`src/rtl/booth_pkg.sv`:
```
// Shared types and helpers for the radix-4 Booth multiplier: FSM states,
// the recoded digit encoding and iteration/counter sizing functions.
package booth_pkg;

    typedef enum logic [1:0] {
        IDLE = 2'd0,
        RUN  = 2'd1,
        DONE = 2'd2
    } state_t;

    // One radix-4 Booth digit: magnitude is 0, 1 or 2, with a separate sign.
    typedef struct packed {
        logic neg;
        logic two;
        logic zero;
    } booth_digit_t;

    // Unsigned operands get one extra digit so the top digit is never negative.
    function automatic int iter_count(input int width, input logic signed_mode);
        return signed_mode ? (width / 2) : (width / 2 + 1);
    endfunction

    function automatic int cnt_width(input int width);
        return $clog2(width / 2 + 2);
    endfunction

endpackage

```
`src/rtl/booth_r4_recoder.sv`:
```
// Combinational radix-4 Booth recoder: maps the window {q1, q0, q[-1]}
// onto a signed digit in {-2, -1, 0, +1, +2}.
module booth_r4_recoder
    import booth_pkg::*;
(
    input  logic [2:0]   window,
    output booth_digit_t digit
);

    always_comb begin
        digit = '{neg: 1'b0, two: 1'b0, zero: 1'b1};
        case (window)
            3'b001, 3'b010: digit = '{neg: 1'b0, two: 1'b0, zero: 1'b0};
            3'b011:         digit = '{neg: 1'b0, two: 1'b1, zero: 1'b0};
            3'b100:         digit = '{neg: 1'b1, two: 1'b1, zero: 1'b0};
            3'b101, 3'b110: digit = '{neg: 1'b1, two: 1'b0, zero: 1'b0};
            default:        digit = '{neg: 1'b0, two: 1'b0, zero: 1'b1};
        endcase
    end

endmodule

```
`src/rtl/booth_radix4_multiplier.sv`:
```
// Sequential radix-4 Booth multiplier, signed or unsigned per operation.
// Optional feature: define BOOTH_ZERO_BYPASS_EN to skip iterations when an operand is zero.
module booth_radix4_multiplier
    import booth_pkg::*;
#(
    parameter int DATA_WIDTH   = 16,
    parameter int OUTPUT_WIDTH = 2 * DATA_WIDTH
) (
    input  logic                    clk,
    input  logic                    clear,
    input  logic                    in_valid,
    output logic                    in_ready,
    input  logic [DATA_WIDTH-1:0]   multiplicand,
    input  logic [DATA_WIDTH-1:0]   multiplier,
    input  logic                    signed_mode,
    output logic                    out_valid,
    input  logic                    out_ready,
    output logic [OUTPUT_WIDTH-1:0] product,
    output logic                    busy
);

    localparam int AW = DATA_WIDTH + 2;
    localparam int CW = cnt_width(DATA_WIDTH);

    if (OUTPUT_WIDTH != 2 * DATA_WIDTH) begin : g_bad_output_width
        $error("booth_radix4_multiplier: OUTPUT_WIDTH must equal 2*DATA_WIDTH");
    end
    if ((DATA_WIDTH % 2) != 0 || DATA_WIDTH < 4) begin : g_bad_data_width
        $error("booth_radix4_multiplier: DATA_WIDTH must be even and >= 4");
    end

    state_t                  state, state_next;
    logic [AW-1:0]           acc, m_reg, q_reg;
    logic                    q_m1;
    logic                    mode_reg;
    logic [CW-1:0]           cnt;
    logic [OUTPUT_WIDTH-1:0] product_reg;

    logic                    accept;
    logic                    zero_bypass;
    logic                    last_iter;
    booth_digit_t            digit;
    logic [AW-1:0]           pp_mag, pp, acc_sum;
    logic [2*AW:0]           shift_in, shift_out;
    logic [AW-1:0]           acc_next, q_next;
    logic                    q_m1_next;
    logic [2*AW-1:0]         full_next;
    logic [OUTPUT_WIDTH-1:0] product_calc;

    assign accept    = in_valid && (state == IDLE);
    assign last_iter = (cnt == CW'(1));

`ifdef BOOTH_ZERO_BYPASS_EN
    assign zero_bypass = (multiplicand == '0) || (multiplier == '0);
`else
    assign zero_bypass = 1'b0;
`endif

    booth_r4_recoder u_recoder (
        .window ({q_reg[1], q_reg[0], q_m1}),
        .digit  (digit)
    );

    // One iteration: add d*M into the A half, then arithmetic-shift {A,Q,q[-1]} by two.
    always_comb begin
        pp_mag    = digit.zero ? '0 : (digit.two ? {m_reg[AW-2:0], 1'b0} : m_reg);
        pp        = digit.neg ? -pp_mag : pp_mag;
        acc_sum   = acc + pp;
        shift_in  = {acc_sum, q_reg, q_m1};
        shift_out = {{2{acc_sum[AW-1]}}, shift_in[2*AW:2]};
        acc_next  = shift_out[2*AW:AW+1];
        q_next    = shift_out[AW:1];
        q_m1_next = shift_out[0];
        full_next = {acc_next, q_next};
        // Signed runs shift W bits, unsigned runs W+2, so the product sits at a different offset.
        product_calc = OUTPUT_WIDTH'(mode_reg ? (full_next >> 2) : full_next);
    end

    always_ff @(posedge clk) begin
        if (clear) begin
            state <= IDLE;
        end else begin
            state <= state_next;
        end
    end

    always_comb begin
        state_next = state;
        case (state)
            IDLE:    if (accept) state_next = zero_bypass ? DONE : RUN;
            RUN:     if (last_iter) state_next = DONE;
            DONE:    if (out_ready) state_next = IDLE;
            default: state_next = IDLE;
        endcase
    end

    always_comb begin
        in_ready  = (state == IDLE);
        out_valid = (state == DONE);
        busy      = (state != IDLE);
        product   = product_reg;
    end

    always_ff @(posedge clk) begin
        if (clear) begin
            acc         <= '0;
            m_reg       <= '0;
            q_reg       <= '0;
            q_m1        <= 1'b0;
            mode_reg    <= 1'b0;
            cnt         <= '0;
            product_reg <= '0;
        end else begin
            case (state)
                IDLE: begin
                    if (accept) begin
                        acc      <= '0;
                        m_reg    <= {{2{multiplicand[DATA_WIDTH-1] & signed_mode}}, multiplicand};
                        q_reg    <= {{2{multiplier[DATA_WIDTH-1] & signed_mode}}, multiplier};
                        q_m1     <= 1'b0;
                        mode_reg <= signed_mode;
                        cnt      <= CW'(iter_count(DATA_WIDTH, signed_mode));
                        if (zero_bypass) product_reg <= '0;
                    end
                end
                RUN: begin
                    acc   <= acc_next;
                    q_reg <= q_next;
                    q_m1  <= q_m1_next;
                    cnt   <= cnt - CW'(1);
                    if (last_iter) product_reg <= product_calc;
                end
                default: ;
            endcase
        end
    end

endmodule
```
`config.mk`:
```
export PLATFORM = sky130hd
export DESIGN_NAME = booth_radix4_multiplier
export DESIGN_NICKNAME = d
export VERILOG_FILES = /design/src/rtl/booth_pkg.sv /design/src/rtl/booth_r4_recoder.sv /design/src/rtl/booth_radix4_multiplier.sv
export SDC_FILE = /design/constraint.sdc
export NUM_CORES = 1
export LEC_CHECK = 0
export BUFFER_PORTS_ARGS = -buffer_cell sky130_fd_sc_hd__buf_2
export CAP_MARGIN = 10
export CORE_MARGIN = 1
export CORE_UTILIZATION = 45
export DETAILED_ROUTE_END_ITERATION = 8
export GPL_TIMING_DRIVEN = 0
export PLACE_DENSITY = 0.76
export SYNTH_ARGS = -nofsm -noshare
export SYNTH_HDL_FRONTEND = slang
export SYNTH_SLANG_ARGS = --single-unit
```
`constraint.sdc`:
```
create_clock -name clk -period 9.3 [get_ports clk]
set_input_delay 0.465 -clock clk [delete_from_list [all_inputs] [get_ports clk]]
set_output_delay 0.465 -clock clk [all_outputs]
set_load 0.01 [all_outputs]
```
* After elaboration in Yosys (flattened, before gate mapping)
Cells that the tools add are included.
** Operators by class
- Add/sub/neg operators :: 3
- Eq/ne operators :: 12
- Reductions and logical operators :: 10
- Muxes and demuxes :: 18
- Bitwise operators :: 2
** Operator list (count)
- 2-to-1 mux 18 bit :: 4
- one-hot mux 18 bit (2 select lines) :: 2
- 2-to-1 mux 32 bit :: 1
- adder 18 bit :: 1
- negation 18 bit :: 1
- 2-to-1 mux 17 bit :: 1
- one-hot mux 3 bit (4 select lines) :: 1
- equality test 3 bit, second input constant :: 3
- one-hot mux 4 bit (2 select lines) :: 1
- equality test 3 x 2 -> 1 bit, second input constant :: 2
- 2-to-1 mux 2 bit :: 3
- one-hot mux 2 bit (3 select lines) :: 1
- AND reduction 2 bit :: 3
- equality test 4 x 1 -> 1 bit, second input constant :: 1
- 2-to-1 mux 4 bit :: 1
- != test 2 x 1 -> 1 bit, second input constant :: 2
- nonzero test 2 bit :: 2
- OR reduction 2 bit :: 2
- subtractor 4 x 1 -> 4 bit, second input constant :: 1
- equality test 3 x 1 -> 1 bit, second input constant :: 1
- AND reduction 3 bit :: 1
- AND 1 bit :: 2
- equality test 2 x 1 -> 1 bit, second input constant :: 1
- equality test 2 bit, second input constant :: 1
- other kinds (5) :: 6
** Storage, ports and cells
- Input bits :: 37
- Bits in registers :: 93
- Word-level logic and storage cells :: 53
- Output and inout port bits :: 35

* Depth between registers and ports, before layout
Gate-level depths: netlist of the first run.
- Depth after elaboration :: 9
- Gate-level depth with buffers :: 21
- Depth with buffers taken out :: 18

* Cells and area by module
From an unflattened synthesis of the first run, not the netlist that was laid out.
** Unflattened totals
- Cells, all modules :: 703
- Area total of the unflattened synthesis :: 5365.1 um^2
** By module, submodules not included
- booth_radix4_multiplier :: area an instance 5327.6 um^2, instances 1, cells each 696
- booth_r4_recoder :: area an instance 37.5 um^2, instances 1, cells each 7

* Least setup slack after synthesis of the first run
Ideal clock, no wire load.
- Path kind :: reg-to-reg
- From :: register q_reg[0]
- To :: register product_reg[31], in the netlist product[31]
- Arrival time :: 4567 ps
- Cell stages (with the launch flop) :: 21
- Setup slack :: 4596 ps
- Period minus slack after synthesis :: 4704 ps
- Data required time :: 9162 ps
- Library setup time :: 138 ps
- Cells stage by stage :: dfxtp_1 -> buf_6 -> or3b_1 -> buf_6 -> nand2_1 -> clkbuf_1 -> mux2_2 -> nand2_1 -> ha_1 -> a41oi_1 -> a31oi_1 -> nor2b_1 -> o22a_1 -> o32ai_1 -> ha_1 -> nand2_1 -> o311ai_0 -> a21boi_0 -> o22a_1 -> nor3_1 -> a211oi_1
** Between the ends
- Cells in the longest elaborated chain, start to end :: 9
** Ends and longest elaborated chain
- from (decl) :: RTL line booth_radix4_multiplier.sv:33 : logic [AW-1:0] acc, m_reg, q_reg;
- from (signal assigned) :: RTL line booth_radix4_multiplier.sv:119 : q_reg <= {{2{multiplier[DATA_WIDTH-1] & signed_mode}}, multiplier};
- from (signal assigned) :: RTL line booth_radix4_multiplier.sv:128 : q_reg <= q_next;
- equality test 3 bit (tied with other cells) :: RTL line booth_r4_recoder.sv:12 : case (window)
- OR reduction 2 bit :: RTL line booth_r4_recoder.sv:12
- one-hot mux 3 bit (4 select lines) * :: RTL line booth_r4_recoder.sv:12
- 2-to-1 mux 17 bit :: RTL line booth_radix4_multiplier.sv:66 : pp_mag = digit.zero ? '0 : (digit.two ? {m_reg[AW-2:0], 1'b0} : m_reg);
- 2-to-1 mux 18 bit :: RTL line booth_radix4_multiplier.sv:66
- negation 18 bit :: RTL line booth_radix4_multiplier.sv:67 : pp = digit.neg ? -pp_mag : pp_mag;
- 2-to-1 mux 18 bit * :: RTL line booth_radix4_multiplier.sv:67
- adder 18 bit * :: RTL line booth_radix4_multiplier.sv:68 : acc_sum = acc + pp;
- 2-to-1 mux 32 bit * :: RTL line booth_radix4_multiplier.sv:76 : product_calc = OUTPUT_WIDTH'(mode_reg ? (full_next >> 2) : full_next);
- to (signal assigned) :: RTL line booth_radix4_multiplier.sv:131 : if (last_iter) product_reg <= product_calc;
- to (decl) :: RTL line booth_radix4_multiplier.sv:37 : logic [OUTPUT_WIDTH-1:0] product_reg;
Mark *: on every way between the ends. The rest lies on a longest branch, timed or not.
A chain may end at the register's enable or synchronous reset.

* Final worst setup path of the first run
- From :: register q_m1
- To :: register product_reg[31], in the netlist product[31]
** Between the ends
- Cells in the longest elaborated chain, start to end :: 9
** Ends and longest elaborated chain
- from (decl) :: RTL line booth_radix4_multiplier.sv:34 : logic q_m1;
- from (signal assigned) :: RTL line booth_radix4_multiplier.sv:129 : q_m1 <= q_m1_next;
- equality test 3 bit (tied with other cells) :: RTL line booth_r4_recoder.sv:12
- OR reduction 2 bit :: RTL line booth_r4_recoder.sv:12
- one-hot mux 3 bit (4 select lines) * :: RTL line booth_r4_recoder.sv:12
- 2-to-1 mux 17 bit :: RTL line booth_radix4_multiplier.sv:66
- 2-to-1 mux 18 bit :: RTL line booth_radix4_multiplier.sv:66
- negation 18 bit :: RTL line booth_radix4_multiplier.sv:67
- 2-to-1 mux 18 bit * :: RTL line booth_radix4_multiplier.sv:67
- adder 18 bit * :: RTL line booth_radix4_multiplier.sv:68
- 2-to-1 mux 32 bit * :: RTL line booth_radix4_multiplier.sv:76
Marked as above.

==> run_results.csv, run 1 <==
group,metric,value,unit
critical_path,crit_fanout,10,
detailed_routing,first_iter_violations,411,
cts,cts_hold_buf,0,
timing,setup_tns,0,ns
die,die_w,114,µm
layout,drive_gt1_frac,0.114,
detailed_routing,avgViaCountPerCell,5.68,
cts,cts_tree,"done",
synth,postSynthAreaPerCell,7.48,µm²
power_and_ir_drop,irDropWorstVdd,0.137,mV
synth,syn_area,5640,µm²
cts,cts.sinks,91,
timing,fmax,172,MHz
die,start_util,0.466,
global_route,grt_max_degree,16,
cts,postCtsSetupBuffers,0,
synth,synth_xor_area_frac,0.0450,
cts,cts-root-buf,"clkbuf_16",
detailed_routing,antenna_left,0,
die,rows,40,
power_and_ir_drop,p_leak,2.51,nW
layout,syn_to_final_growth,14.7,%
synth,synth_top_area_share,0.323,
placement,hpwl,12.1,mm
synth,synth.area.top_cells,"dfxtp_1, nand2_1, a21oi_1",
detailed_routing,post_drt_wl_per_cell,15.8,µm
cts,insertion_delay,0.36,ns
detailed_routing,drcViolationCount,0,
worst_hold_path,min-delay-start,"multiplicand[9]",
synth,synth_compound_area_frac,0.255,
layout,nets,894,
cts,clockBufferDepth,2,
global_route,antenna_found_initial,0,
synth,synth_top_family_by_area,"compound AO/OA/AOI/OAI gates",
synth,netlist_instances,754,
synth,syn-num-nets,813,
cts,post_cts_resized,0,
detailed_routing,vias,5728,
timing,max-slew-margin-rel,0.312,
layout,design_area,6470,µm²
global_route,grt_pass1_vias,5025,
die,die_y,114,µm
die,core,12100,µm²
synth,synth_seq_area_share,0.323,
timing,fin_skew,0.00957,ns
global_route,grt_pass1_wl,25.7,mm
global_route,gr-usage-all-layers,0.251,
synth,synthAdderAreaFrac,0.0501,
placement,port_buffers,70,
critical_path,critPathRequiredTime,9.52,ns
timing,setup_violations,0,
critical_path,r2r_start,"q_m1",
flow_run,cap_violations,0,
timing,fin_crit_sh,0.625,
critical_path,start_kind,"register",
layout,antenna_cells,0,
synth,synthSimpleGateAreaFrac,0.232,
placement,place_congestion,0.948,
die,die_area,13000,µm²
synth,synth.mux.area_fraction,0.0430,
timing,hold_viol,0,
placement,postPlaceCellArea,6200,µm²
synth,yosysWarnings,0,
die,ioPinCount,72,
power_and_ir_drop,powerDensity,160,nW/µm²
synth,synth_flop_cell,"dfxtp_1",
synth,ys_ff_latch,91,
timing,rsz0062_at_grt,"false",
status,status,"completed",
timing,drv_slew,0,
detailed_routing,drtPass1Iterations,5,
cts,numCtsBuffers,9,
synth,synth_edf_count,0,
layout,largest_register_ffs,32,
timing,period_minus_slack,5.81,ns
synth,async_reset_ff_frac,0,
worst_hold_path,hp-class,"in -> reg",
critical_path,path_class,"reg -> reg",
critical_path,end_kind,"register",
synth,synth_largest_area_cell,"dfxtp_1",
critical_path,cp.arrival,6.02,ns
cts,clk_pin_slew,0.06,ns
detailed_routing,finalWirelength,15.9,mm
critical_path,crit_start,"q_m1",
timing,worstMarginPinSlew,1.02,ns
cts,htreeDepth,3,
synth,synthDistinctLibCells,65,
global_route,gr-total-overflow,0,
-- power breakdown --
part | switching [mW] | leakage [nW] | internal, mW
Combinational | 0.162 | 1.63 | 0.0922
Sequential | 0.0205 | 0.741 | 0.413
Clock | 0.163 | 0.133 | 0.181
Total | 0.346 | 2.51 | 0.687
-- final timing paths --
path	slack, ns	endpoint	depth (start not counted)
hold reg to reg	0.48	acc[9]	2
setup reg to reg	3.49	product[31]	19
setup / recovery	3.49	product[31]	19
hold / removal	0.35	m_reg[9]	3
-- layout make-up --
type | count | area [µm²]
clock buffers | 10 | 229
multi-input cells | 590 | 3530
inverters | 16 | 60.1
plain buffers | 57 | 231
clock inverters | 6 | 40.0
flip-flops and latches | 91 | 1820
well taps | 168 | 210
fillers | 1219 | 5640
repair buffers | 70 | 350
-- critical path, stage by stage (launching register included) --
cell and delay [ns]:
dfxtp_1 0.33, buf_2 0.23, nand3b_1 0.34, nand2_1 0.21, clkbuf_1 0.41, mux2_2 0.39
nand2_1 0.09, ha_1 0.27, nor2b_1 0.09, xnor2_1 0.13, o21ai_0 0.35, ha_1 0.29
o21ai_0 0.14, nor4_1 0.47, o31ai_1 0.23, o311ai_0 0.88, a21boi_0 0.21, o22a_1 0.21
nor3_1 0.30, a211oi_1 0.12
-- per-layer routing --
metal	global-route usage	wire length (µm)	vias to the layer above
met5	0	0	-
met4	0.0494	150	0
met3	0.0579	1200	14
met2	0.392	7030	203
met1	0.354	7520	2653
li1	-	-	2858
-- cells in the mapped netlist (5+ instances only) --
cell type / count
dfxtp_1: 91
xnor2_1: 18
mux2i_1: 22
a21oi_1: 82
and2_1: 5
nand2b_1: 6
clkbuf_1: 49
inv_1: 16
xor2_1: 11
ha_1: 21
nor2_1: 82
nand2_1: 111
a311oi_1: 5
o21ai_0: 28
a211oi_1: 28
a31oi_1: 11
a22oi_1: 19
nor3_1: 27
nand3_1: 27
nor2b_1: 14
-- cell usage in the layout, fill, tap and decap left out, types with 21 or more instances in the layout --
cell / n
a211oi_1: 28
a21oi_1: 82
buf_2: 72
clkbuf_1: 50
dfxtp_1: 91
ha_1: 21
mux2i_1: 22
nand2_1: 111
nand3_1: 27
nor2_1: 82
nor3_1: 27
o21ai_0: 28
-- metrics by stage --
step                 util  setup WS (ns)  power [mW]  hold WS, ns  cells
CTS                 0.534           3.61        1.03        0.341   1008
floorplan               -           4.60       0.617        0.444    754
global route        0.534           3.03        1.08        0.339   1008
finish              0.534           3.49        1.03        0.345   1008
global placement    0.512           3.66       0.688        0.459    992
detailed placement  0.512           3.64       0.690        0.464    992
-- cells by family (layout without fill, tap and decap cells) --
kind of cell	count (synthesis)	in the layout
AO/OA/AOI/OAI	221	221
AND/OR/NAND/NOR	294	294
buffers and inverters	73	159
multiplexers	24	24
adder cells (fa/ha/maj)	22	22
flip-flops	91	91
XOR/XNOR	29	29
No activity file was read; power rests on OpenSTA's default activity.
==> run 2: changes to the inputs <==
PLACE_DENSITY = 0.78   (was 0.76)
clock period = 4.9 ns   (was 9.3 ns; I/O delays follow)
==> run 2 against run 1 <==
Total power rose by 94%; worst setup slack got worse by 3.3 ns; count of clock-buffer cells in the layout did not move; sequential cell count did not move; hold slack got worse by 0.22 ns; core utilization rose by 0.91 points; first-iteration DRC count rose by 2.9%; final cell count rose by 0.30%; final area rose by 1.7%; critical endpoint unchanged; largest cell class unchanged; largest power group unchanged.
==> run_results.csv, run 2 (synthesis results as in run 1) <==
group,metric,value,unit
power_and_ir_drop,p_leak,2.59,nW
layout,nets,897,
die,die_y,114,µm
detailed_routing,finalWirelength,16.0,mm
layout,drive_gt1_frac,0.129,
timing,setup_violations,0,
critical_path,reg2reg_depth,18,
detailed_routing,route.met3.wl,1.15,mm
timing,hold_viol,0,
power_and_ir_drop,power_switching,0.673,mW
layout,seq_area,1820,µm²
detailed_routing,post_drt_wl_per_cell,15.9,µm
cts,cts_hold_buf,0,
global_route,gr-usage-all-layers,0.249,
cts,clockBufferDepth,2,
timing,fin_crit_sh,0.964,
layout,final_core_util,0.543,
detailed_routing,routed.top_layer,"met4",
timing,drv_slew,0,
cts,htreeDepth,3,
critical_path,start_kind,"register",
detailed_routing,drt-met1-wl,7.65,mm
detailed_routing,antenna_left,0,
cts,insertion_delay,0.35,ns
power_and_ir_drop,comb_power_share,0.245,
status,status,"completed",
cts,cts.sinks,91,
layout,syn_to_final_growth,16.7,%
power_and_ir_drop,irDropWorstVdd,0.280,mV
timing,fin_skew,0.00782,ns
critical_path,path_class,"reg -> reg",
cts,numCtsBuffers,9,
critical_path,critPathRequiredTime,5.12,ns
detailed_routing,avgViaCountPerCell,5.71,
timing,fmax,212,MHz
global_route,gr-total-overflow,0,
placement,pre_cts_ws,-0.719,ns
timing,period_minus_slack,4.73,ns
global_route,grt_pass1_wl,25.5,mm
cts,clk_pin_slew,0.07,ns
power_and_ir_drop,p_sw_frac,0.336,
die,core,12100,µm²
die,start_util,0.466,
layout,final_common_cell,"nand2_1",
layout,stdcell_count,1011,
detailed_routing,drcViolationCount,0,
global_route,grt_max_degree,18,
layout,largest_register_ffs,32,
power_and_ir_drop,p_int,1.33,mW
power_and_ir_drop,p_clk_frac,0.344,
power_and_ir_drop,seqPwrFrac,0.411,
worst_hold_path,hp-class,"in -> reg",
timing,max-slew-margin-rel,0.560,
placement,dpl.cell_count,992,
timing,setup_ws,0.175,ns
detailed_routing,drtPass1Iterations,5,
layout,final_cell_mix,"nand2_1, dfxtp_1, nor2_1, a21oi_1, buf_2",
layout,multi_input_area,3580,µm²
timing,setup_tns,0,ns
placement,hpwl,12.2,mm
critical_path,end_kind,"register",
worst_hold_path,holdPathStages,3,
cts,cts-root-buf,"clkbuf_16",
global_route,grt_pass1_vias,5101,
detailed_routing,dr_wl_met2,6.98,mm
die,ioPinCount,72,
detailed_routing,vias,5770,
global_route,antenna_found_initial,0,
flow_run,cap_violations,0,
layout,fill_cells,1200,
die,rows,40,
power_and_ir_drop,powerDensity,304,nW/µm²
timing,worstMarginPinSlew,0.655,ns
critical_path,crit_fanout,11,
cts,cts_tree,"done",
power_and_ir_drop,total_power,2.00,mW
detailed_routing,first_iter_violations,423,
placement,place_congestion,0.927,
placement,port_buffers,70,
die,die_area,13000,µm²
die,die_w,114,µm
critical_path,cp.arrival,4.94,ns
layout,antenna_cells,0,
-- run 2: cell count changes in the layout (fill, tap and decap cells not counted), sizes merged --
cell    change
buf         +4
clkbuf      -1
clkinv      -1
inv         +1
-- run 2: power groups by stage --
stage,clock (mW),sequential [mW],combinational [mW]
floorplan,0,0.833,0.337
global placement,0,0.837,0.467
detailed placement,0,0.839,0.472
CTS,0.692,0.822,0.476
global route,0.723,0.829,0.541
finish,0.689,0.823,0.491
-- run 2: repair_timing --
item | CTS | global route
pin swaps | 1 | 3
resized for setup | 5 | 10
setup endpoints to repair | 8 | 11
setup buffers | 0 | 4
-- run 2: final cells by class --
type,count,share of cell area
multi-input cells,590,0.544
clock buffers,10,0.0363
clock inverters,6,0.00894
repair buffers,74,0.0578
flip-flops and latches,91,0.277
inverters,16,0.00913
well taps,168,0.0319
plain buffers,56,0.0348
-- run 2: per-stage QoR --
stage               area, µm²  hold WS (ns)
global route             6580         0.127
global placement         6200         0.461
floorplan                5640         0.381
CTS                      6510         0.119
detailed placement       6200         0.466
finish                   6580         0.128
-- run 2: final timing paths --
path | from | endpoint | slack, ns
min reg2reg | acc[6] | acc[6] | 0.48
max | q_reg[0] | product[31] | 0.17
max reg2reg | q_reg[0] | product[31] | 0.17
min | multiplicand[9] | m_reg[9] | 0.13
-- run 2: worst max-delay path, stage by stage (launching register included) --
cell,delay [ns]
dfxtp_1,0.31
buf_6,0.12
or3b_1,0.38
buf_6,0.15
nand2_4,0.14
mux2_2,0.35
nand2_1,0.09
ha_1,0.28
a41oi_1,0.22
xnor2_1,0.21
ha_1,0.41
nand3_1,0.15
nor4_2,0.37
o31ai_2,0.21
o311ai_4,0.39
a21boi_0,0.17
o22a_1,0.19
nor3_1,0.31
a211oi_1,0.12
-- run 2: layer usage --
layer,track usage,vias to the layer above
met4,0.0675,0
met2,0.380,242
met5,0,-
met1,0.354,2659
li1,-,2849
met3,0.0537,20
